--- config.mk ---
export PLATFORM = sky130hd
export DESIGN_NAME = flop_fifo
export DESIGN_NICKNAME = d
export VERILOG_FILES = /design/src/rtl/flop_fifo.sv
export SDC_FILE = /design/constraint.sdc
export NUM_CORES = 1
export LEC_CHECK = 0
export BUFFER_PORTS_ARGS = -buffer_cell sky130_fd_sc_hd__buf_4
export CAP_MARGIN = 20
export CORE_MARGIN = 10
export CORE_UTILIZATION = 45
export CTS_CLUSTER_DIAMETER = 40
export DETAILED_ROUTE_END_ITERATION = 6
export PLACE_DENSITY = 0.68
export SLEW_MARGIN = 20
export SYNTH_ARGS = -nofsm -noshare
export SYNTH_HDL_FRONTEND = slang
export SYNTH_SLANG_ARGS = --single-unit
--- constraint.sdc ---
create_clock -name clk -period 5.4 [get_ports clk]
set_input_delay 0.54 -clock clk [delete_from_list [all_inputs] [get_ports clk]]
set_output_delay 0.54 -clock clk [all_outputs]
set_load 0.01 [all_outputs]
--- src/rtl/flop_fifo.sv ---
// Shallow single-clock FIFO built from a flip-flop register array.
// Push/pop handshake with full/empty decoded from the occupancy count.
module flop_fifo #(
  parameter int depth = 16,
  parameter int bits  = 8
) (
  input  logic            clk,
  input  logic            rst,
  input  logic            push,
  input  logic            pop,
  input  logic [bits-1:0] Din,
  output logic            full,
  output logic            empty,
  output logic [bits-1:0] Dout
);

  localparam int pw = (depth > 1) ? $clog2(depth) : 1;
  localparam int cw = $clog2(depth + 1);

  logic [bits-1:0] mem [depth];
  logic [pw-1:0]   wptr;
  logic [pw-1:0]   rptr;
  logic [cw-1:0]   count;
  logic            doRead;
  logic            doWrite;
  logic [pw-1:0]   wptrNext;
  logic [pw-1:0]   rptrNext;

  assign full  = (count == cw'(depth));
  assign empty = (count == '0);

  // A pop frees a slot, so a push into a full FIFO is accepted if a pop accompanies it.
  assign doRead  = pop & ~empty;
  assign doWrite = push & (~full | doRead);

  assign wptrNext = (wptr == pw'(depth - 1)) ? '0 : wptr + pw'(1);
  assign rptrNext = (rptr == pw'(depth - 1)) ? '0 : rptr + pw'(1);

  always_ff @(posedge clk) begin
    if (!rst) begin
      wptr  <= '0;
      rptr  <= '0;
      count <= '0;
      Dout  <= '0;
    end else begin
      if (doWrite) wptr <= wptrNext;
      if (doRead) begin
        rptr <= rptrNext;
        Dout <= mem[rptr];
      end
      case ({doWrite, doRead})
        2'b10:   count <= count + cw'(1);
        2'b01:   count <= count - cw'(1);
        default: count <= count;
      endcase
    end
  end

  // Storage is deliberately left uncleared on reset.
  always_ff @(posedge clk) begin
    if (rst && doWrite) mem[wptr] <= Din;
  end

endmodule

==> results.md, run 1 <==
- Run status: complete, no violations
- Max Slew Vio Count: 0
- Relative slew slack: 0.397
- Pin count of the biggest net entering global routing: 38
- Placed Cells: 520
- Post-route ant nets: 0
- # DRC: 0
- Htree depth: 4
- CTS Root Cell: clkbuf_16
- Synth Register Bits: 149
- Placer congestion estimate: approximately 0.8
- Clk slew on worst S/H paths: 0.06 ns
- PostCTS Resize Cnt: 0
- RSZ-0062 raised after global routing: false
- Core Area: 13,200 µm²
- Critical path class: reg -> reg
- Top cells by area, synth: edfxtp_1, mux4_2, dfxtp_1, mux2i_1, ha_1
- CTS tree: yes
- Worst VDD drop: between 0.2 and 0.25 mV
- HPWL Detailed: 7420 µm
- Mapped Nets: 361
- # setup viols final: 0
- Vias: 3,105
- Antenna cell count: 0
- Clock sinks: 149
- Yosys top cell area share: 0.632
- Die X: 136 µm
- Clock Path Buffers: 2
- Fraction of the cycle the final worst path needs: 0.529
- CP peak stage delay: 0.63 ns
- Primary FF master, synth: edfxtp_1
- First-iteration detailed-routing DRC count: 213
- Area delta synth->final: 16.4%
- # IOs: 22
- Layout cells sized above 1: 0.255
- Final hold viol count: 0
- Top cells by count, synth: edfxtp_1, mux4_2, mux2i_1, dfxtp_1, nor2_1
- Crit-path cells: or4_4 > o21ai_4 > nor2_1 > fa_1 > a21o_1 > a21oi_1 > mux2i_1 > nand3_1
- Yosys warning count: 0
- Vias in the first global route: 3,197
- Syn Area/Cell: 17.9 µm²
- Post-synth top area cell: edfxtp_1
- Worst slew pin tran: 0.901 ns
- GRT overflow: 0
- MaxCap Viol Count: 0
- WP data arrival: around 3.2 ns
- Clk_skew: approximately 0.0065 ns
- Starting Density: 0.459
- DR vias/cell: 5.63
- Cell area power density: 456 nW/µm²
- Post-CTS Setup Bufs: 0
- Cell count after synthesis: 340
- Final nets: 384
- Count of cell types in the netlist: 43
- Initial antenna violation count: 0
- Post-synthesis sequential area ratio: 0.701
- IO Port Bufs: 21
- First-pass GRT wire length: 18,600 µm
- Fin Setup TNS: 0 ns
- Critical path's slowest cell: or4_4
- Min-delay worst type: in -> reg
- Die height: roughly 140 µm
- Fraction of registers with async set/reset: 0
- Post-synth EDFFs: between 100 and 150
- Later-pin clock latency in the skew report: 0.41 ns
- WHS: 0.452 ns
- Worst Setup Start Kind: flop
- Drt first pass iters: 5
- Crit path capture type: flop
- Period minus WS final: 2.86 ns
- Tot Pwr: 3.23 mW
- Cell Rows: 42
- Pleak: 2.33 nW
- Highest clock rate: 350 MHz
- All-Layer GR Usage: 0.137
- Layout Cells excl Fill: 552
- Crit Path Max Fanout: 15
- DRT Wirelength: 11,700 µm
- Drt wl/cell: between 20 and 25 µm
- CTS Buf Count: 17
- Most common cell in the netlist: edfxtp_1
- Mapped Area: 6080 µm²
- Hold_buf cts: 0
- Die ar.: between 15,000 and 20,000 µm²
- Worst EP required: 5.70 ns
cell usage in the layout, fill, tap and decap left out, drive strengths merged, types with 3 or more instances in the layout:
cell type	instances
a21oi	6
mux2i	25
nand3	15
nand2	15
clkbuf	21
edfxtp	128
ha	8
inv	4
o221ai	8
bufinv	7
nor2	18
buf	24
a31oi	3
nor3	7
mux4	32
dfxtp	21
nand2b	5
clkinv	5
final cells by class:
type / instances / area [µm²]
fillers: 1034 / 6160
flip-flops and latches: 149 / 4270
multi-input cells: 166 / 1720
clock buffers: 21 / 450
clock inverters: 11 / 228
well taps: 176 / 220
repair buffers: 24 / 180
inverters: 5 / 18.8
registers in the layout, indices dropped and copies added (netlist names):
signal,cells
mem,128
count,5
wptr,4
Dout,8
rptr,4
critical path: cells and delay by family, from the launching register on:
| family | cells | cell delay, ns |
|---|---|---|
| compound gates | 3 | 0.83 |
| fa+ha+maj | 1 | 0.43 |
| flops | 1 | 0.36 |
| mux | 1 | 0.22 |
| simple gates | 3 | 0.90 |
layer usage:
layer / routed length, µm / up-vias / global-route usage / share of wire
li1: - / 1409 / - / -
met1: 4800 / 1594 / 0.175 / 0.41
met2: 5960 / 88 / 0.213 / 0.51
met3: 754 / 14 / 0.0339 / 0.064
met4: 209 / 0 / 0.0692 / 0.018
met5: 0 / - / 0 / 0
stage by stage:
step,area (µm²),setup WS (ns),utilization
2_1_floorplan,6080,2.78,-
3_3_place_gp,6380,2.60,0.482
3_5_place_dp,6390,2.55,0.483
4_1_cts,7070,2.54,0.534
5_1_grt,7080,2.33,0.535
6_report,7080,2.54,0.535
worst paths after layout:
path / endpoint / slack (ns) / startpoint / cells past startpoint
worst max-delay path: count[4]$_SDFFE_PN0P_ / 2.54 / count[0]$_SDFFE_PN0P_ / 8
worst min-delay path: mem[14][6]$_DFFE_PP_ / 0.45 / Din[6] / 1
worst max register to register: count[4]$_SDFFE_PN0P_ / 2.54 / count[0]$_SDFFE_PN0P_ / 8
worst min register to register: count[2]$_SDFFE_PN0P_ / 0.51 / count[2]$_SDFFE_PN0P_ / 2
kinds of logic after synthesis:
group	synth area share
AO/OA/AOI/OAI	0.0385
XOR/XNOR	0.00288
adder cells (fa/ha/maj)	0.0198
buffers and inverters	0.0198
flip-flops	0.701
multiplexers	0.162
AND/OR/NAND/NOR	0.0556
report_power, final:
group          leakage [nW]  switching (mW)  total (mW)  internal, mW
sequential             1.32          0.0471        1.35          1.30
clock                 0.330           0.421        1.34         0.920
combinational         0.672           0.291       0.537         0.246
Note: power is estimated with default switching activity, not from simulation.
==> run 2, diff against run 1 <==
==> constraint.sdc (replaced) <==
create_clock -name clk -period 2.7 [get_ports clk]
set_input_delay 0.27 -clock clk [delete_from_list [all_inputs] [get_ports clk]]
set_output_delay 0.27 -clock clk [all_outputs]
set_load 0.01 [all_outputs]
==> run 2 against run 1 <==
Compared with the run above:
- register-to-register slack got worse by 2.3 ns
- sequential power rose by 99%
- global-route usage fell by 0.11 points
- clock skew rose by 0.0025 ns
- final cell count rose by 1.6%
- worst setup slack got worse by 2.3 ns
==> results.md, run 2 (synthesis results as in run 1) <==
- # setup viols final: 0 (unchanged)
- Worst EP required: 2.99 ns (-2.71 ns)
- Antenna cell count: 0 (unchanged)
- Worst slew pin tran: 0.894 ns (-0.00711 ns)
- Clock sinks: 149 (unchanged)
- Sw Ratio: 0.257 (+0.0224)
- PostCTS Resize Cnt: 0 (unchanged)
- Core Area: 13,200 µm² (unchanged)
- CTS Root Cell: clkbuf_16
- Drt wl/cell: 20.9 µm (-1.7%)
- Post-route ant nets: 0 (unchanged)
- Commonest non-fill, non-tap cell in the layout: edfxtp_1
- Later-pin clock latency in the skew report: 0.41 ns (about the same)
- # DRC: 0 (unchanged)
- DRT Wirelength: 11,700 µm (about the same)
- # IOs: 22 (unchanged)
- Worst Setup Start Kind: flop
- Post-CTS Setup Bufs: 0 (unchanged)
- First-iteration detailed-routing DRC count: 277 (+30%)
- HPWL Detailed: 7600 µm (+2.5%)
- WP data arrival: 2.76 ns (-0.39 ns)
- Hold_buf cts: 0 (unchanged)
- Power share of the sequential group: 0.443 (+0.025)
- CTS tree: yes
- Die X: 136 µm (unchanged)
- Vias in the first global route: 3,251 (+1.7%)
- Clk_skew: 0.00903 ns (+0.00254 ns)
- Initial antenna violation count: 0 (unchanged)
- Pleak: 2.29 nW (-1.7%)
- GRT overflow: 0 (unchanged)
- DP Area: 6460 µm² (+1.1%)
- Worst R2R Setup Slack: 0.24 ns (-2.30 ns)
- Net Switching: 1.56 mW (+110%)
- Most frequent cells in the layout: edfxtp_1, mux4_2, buf_4
- Final nets: 393 (+2.3%)
- All-Layer GR Usage: 0.136 (-0.00110)
- RSZ-0062 raised after global routing: false
- Cell Rows: 42 (unchanged)
- Layout cells sized above 1: 0.265 (+0.00962)
- Core Util, Final: 0.531 (-0.00397)
- FILL cells: 1,062 (+2.7%)
- Crit path capture type: flop
- Drt first pass iters: 4 (-1)
- Highest clock rate: 406 MHz (+16%)
- Clk slew on worst S/H paths: 0.06 ns (about the same)
- Period minus WS final: 2.46 ns (-0.398 ns)
- Fin Setup TNS: 0 ns (unchanged)
- Worst VDD drop: 0.518 mV (+110%)
- Htree depth: 4 (unchanged)
- Power share of the clock group: 0.369 (-0.047)
- CTS Buf Count: 17 (unchanged)
- MaxCap Viol Count: 0 (unchanged)
- Relative slew slack: 0.402 (+0.00476)
- Min-delay worst type: in -> reg
- Clock Path Buffers: 2 (unchanged)
- Cell Int Power: 4.50 mW (+82%)
- Max reg flops: 128 (unchanged)
- Area delta synth->final: 15.6%
- Biggest regs: mem x128, Dout x8, count x5
- Critical path class: reg -> reg
- Max Slew Vio Count: 0 (unchanged)
- DR vias/cell: 5.53 (-1.6%)
- Placer congestion estimate: 0.811 (+4.3%)
- Combinational power share: 0.188 (+0.022)
- Starting Density: 0.459 (unchanged)
- Pin count of the biggest net entering global routing: 38 (unchanged)
- Die height: 136 µm (unchanged)
- Tot Pwr: 6.06 mW (+88%)
- Register with the most flip-flops: mem
- Run status: complete, no violations
- First-pass GRT wire length: 18,600 µm (about the same)
- Final hold viol count: 0 (unchanged)
- Fraction of the cycle the final worst path needs: 0.911 (+0.382)
- Die ar.: 18,600 µm² (unchanged)
- Cell area power density: 862 nW/µm² (+89%)
- Fin area: 7030 µm² (-0.74%)
- Crit Path Max Fanout: 6 (-9)
- Vias: 3,105 (unchanged)
- IO Port Bufs: 21 (unchanged)
run 2: cell type report:
| cell class | count | area, µm² | share of cell area |
|---|---|---|---|
| repair buffers | 33 | 260 | 0.0370 |
| inverters | 5 | 18.8 | 0.00267 |
| clock buffers | 19 | 433 | 0.0616 |
| multi-input cells | 166 | 1700 | 0.241 |
| well taps | 176 | 220 | 0.0313 |
| clock inverters | 13 | 133 | 0.0189 |
| flip-flops and latches | 149 | 4270 | 0.607 |
run 2: power by group through the flow:
stage | registers [mW] | clock network [mW] | logic, mW
finish | 2.69 | 2.23 | 1.14
detailed placement | 2.73 | 0 | 1.16
global placement | 2.73 | 0 | 1.14
CTS | 2.69 | 2.26 | 1.16
global route | 2.70 | 2.37 | 1.25
floorplan | 2.72 | 0 | 0.799
run 2: final timing paths:
| kind | from | to | cells after the start |
|---|---|---|---|
| max | count[0]$_SDFFE_PN0P_ | count[4]$_SDFFE_PN0P_ | 8 |
| min | Din[3] | mem[11][3]$_DFFE_PP_ | 1 |
| max reg2reg | count[0]$_SDFFE_PN0P_ | count[4]$_SDFFE_PN0P_ | 8 |
| min reg2reg | Dout[3]$_SDFFE_PN0N_ | Dout[3]$_SDFFE_PN0N_ | 2 |
run 2: per-stage QoR:
stage / worst slack, ns / hold WS, ns / instances
detailed placement: 0.216 / 0.470 / 529
finish: 0.239 / 0.167 / 561
global placement: 0.274 / 0.476 / 529
global route: 0.0805 / 0.166 / 561
CTS: 0.218 / 0.157 / 561
floorplan: 0.0751 / 0.369 / 340
run 2: routing by layer:
metal  GRT usage  share of wire
met2       0.215           0.49
met3      0.0365          0.056
met1       0.175           0.43
met5           0              0
met4      0.0533          0.015
run 2: worst max-delay path, stage by stage, from the launching register on:
cell	delay (ns)
dfxtp_1	0.36
or4_4	0.57
o21ai_4	0.14
nor2_1	0.11
fa_1	0.42
a21o_1	0.20
a21oi_1	0.25
mux2i_1	0.22
nand3_1	0.08
==> run 3, diff against run 2 <==
--- a/config.mk
+++ b/config.mk
@@ -11,7 +11,9 @@
 export CORE_UTILIZATION = 45
 export CTS_CLUSTER_DIAMETER = 40
 export DETAILED_ROUTE_END_ITERATION = 6
+export GPL_TIMING_DRIVEN = 0
 export PLACE_DENSITY = 0.68
+export SETUP_SLACK_MARGIN = 0.5
 export SLEW_MARGIN = 20
 export SYNTH_ARGS = -nofsm -noshare
 export SYNTH_HDL_FRONTEND = slang
==> run 3 against run 2 <==
Compared with the run above:
- first-iteration DRC count fell by 7.6%
- sequential power barely moved
- worst setup slack improved by 0.046 ns
- utilization rose by 3.9 points
- clock power rose by 12%
- count of clock-buffer cells in the layout fell by 1
- wire length rose by 14%
- worst hold slack got worse by 0.0063 ns
- register-to-register slack improved by 0.05 ns
==> results.md, run 3 (synthesis results as in run 1) <==
- Clk_skew: 0.00484 ns (-0.00420 ns)
- Crit Path Max Fanout: 3 (-3)
- Metal2 WL: 6890 µm (+19%)
- WP buf/inv: 2 (+2)
- CTS Root Cell: clkbuf_16
- Hold Startpoint: Din[6]
- Relative slew slack: 0.437 (+0.0358)
- Starting Density: 0.459 (unchanged)
- Tot Pwr: 6.57 mW (+8.5%)
- Crit-path cells: or4_4 > buf_6 > o21ai_4 > buf_6 > nor2_4 > fa_2 > a21o_1 > a21oi_4 > mux2i_1 > nand3_1
- Max Slew Vio Count: 0 (unchanged)
- Layout cells sized above 1: 0.377 (+0.112)
- Clk slew on worst S/H paths: 0.06 ns (about the same)
- CP top delay family: simple AND/OR/NAND/NOR gates
- GRT overflow: 0 (unchanged)
- Later-pin clock latency in the skew report: 0.42 ns (about the same)
- DP Area: 6510 µm² (+0.72%)
- CP peak stage delay: 0.50 ns (-0.07 ns)
- Worst R2R Start: count[1]$_SDFFE_PN0P_
- Setup crit start: count[1]$_SDFFE_PN0P_
- Drt wl/cell: 22.4 µm (+7.3%)
- # IOs: 22 (unchanged)
- Highest metal used: met4
- Hold_buf cts: 0 (unchanged)
- Fraction of the cycle the final worst path needs: 0.894 (-0.0170)
- DRT met1 WL: 5500 µm (+8.1%)
- Initial antenna violation count: 0 (unchanged)
- MaxCap Viol Count: 0 (unchanged)
- Placed Cells: 538 (+1.7%)
- Max reg flops: 128 (unchanged)
- Vias in the first global route: 3,490 (+7.4%)
- Drt first pass iters: 4 (unchanged)
- Post-route ant nets: 0 (unchanged)
- Min-delay worst type: in -> reg
- First-pass GRT wire length: 20,100 µm (+7.7%)
- Run status: complete, no violations
- Pin count of the biggest net entering global routing: 17 (-55%)
- Core Area: 13,200 µm² (unchanged)
- # setup viols final: 0 (unchanged)
- Commonest non-fill, non-tap cell in the layout: edfxtp_1
- Critical path's slowest cell: or4_4
- Die ar.: 18,600 µm² (unchanged)
- Final nets: 427 (+8.7%)
- Biggest regs: mem x128, Dout x8, count x5
- First-iteration detailed-routing DRC count: 256 (-7.6%)
- # DRC: 0 (unchanged)
- DR vias/cell: 5.64 (+2.0%)
- Most frequent cells in the layout: edfxtp_1, buf_4, mux4_2
- Die height: 136 µm (unchanged)
- Worst VDD drop: 0.519 mV (+0.16%)
- Crit path capture type: flop
- FILL cells: 988 (-7.0%)
- Final hold viol count: 0 (unchanged)
- Most frequent CP cell: buf_6
- Placer congestion estimate: 0.851 (+4.9%)
- Die X: 136 µm (unchanged)
- CTS Buf Count: 17 (unchanged)
- WL met3: 670 µm (+1.8%)
- Cell area power density: 872 nW/µm² (+1.1%)
- Antenna cell count: 0 (unchanged)
- DRT Wirelength: 13,300 µm (+14%)
- WP data arrival: 2.72 ns (-0.04 ns)
- Htree depth: 4 (unchanged)
- Register with the most flip-flops: mem
- HPWL Detailed: 8180 µm (+7.7%)
- Period minus WS final: 2.41 ns (-0.0459 ns)
- Cell Rows: 42 (unchanged)
- Clock Path Buffers: 2 (unchanged)
- Fin Setup TNS: 0 ns (unchanged)
- IO Port Bufs: 20 (-4.8%)
- Worst slew pin tran: 0.844 ns (-0.0504 ns)
- CTS tree: yes
- Layout Cells excl Fill: 595 (+6.1%)
- Fin area: 7540 µm² (+7.3%)
- Vias: 3,358 (+8.1%)
- Worst Setup Start Kind: flop
- All-Layer GR Usage: 0.148 (+0.0123)
- Area delta synth->final: 24.0%
- RSZ-0062 raised after global routing: true
- Clock sinks: 149 (unchanged)
- Highest clock rate: 414 MHz (+1.9%)
- Worst EP required: 3.00 ns (about the same)
- Critical path class: reg -> reg
- Pleak: 2.47 nW (+8.1%)
-- run 3: changes by cell type in the layout (fill, tap and decap cells not counted), moves of 5 or more --
cell / previous run / this run
nor2_4: 0 / 10
clkbuf_1: 2 / 8
buf_4: 32 / 44
nor2_1: 18 / 5
buf_6: 0 / 5
-- run 3: report_power, final --
part	internal, mW	switching (mW)	leakage, nW
Clock	1.56	0.940	0.307
Combinational	0.694	0.693	0.840
Sequential	2.60	0.0833	1.33
-- run 3: worst paths after layout --
kind,slack (ns),cells past startpoint,endpoint
min reg2reg,0.52,2,Dout[3]$_SDFFE_PN0N_
max reg2reg,0.29,10,count[4]$_SDFFE_PN0P_
min,0.16,1,mem[1][6]$_DFFE_PP_
max,0.29,10,count[4]$_SDFFE_PN0P_
-- run 3: per-stage QoR --
step,hold slack (ns),setup WS (ns),util
3_3_place_gp,0.477,-0.0633,0.489
2_1_floorplan,0.369,0.249,-
5_1_grt,0.154,0.193,0.569
6_report,0.161,0.285,0.569
4_1_cts,0.144,0.226,0.548
3_5_place_dp,0.481,0.0405,0.491
-- run 3: layout make-up --
type,instances,area (µm²),share of cell area
plain buffers,20,116,0.0154
multi-input cells,166,1900,0.252
flip-flops and latches,149,4270,0.566
clock buffers,18,429,0.0569
well taps,176,220,0.0292
repair buffers,47,385,0.0511
clock inverters,14,198,0.0262
inverters,5,18.8,0.00249
-- run 3: routing by layer --
metal,up-vias,track usage
li1,1501,-
met1,1745,0.178
met2,92,0.245
met3,20,0.0443
met4,0,0.0586
met5,-,0
-- run 3: what timing repair did --
action                                  4_1_cts  5_1_grt
pin swaps                                     6       10
setup buffers                                 9       16
resized for setup                            17       31
endpoints found under the setup margin      117      129
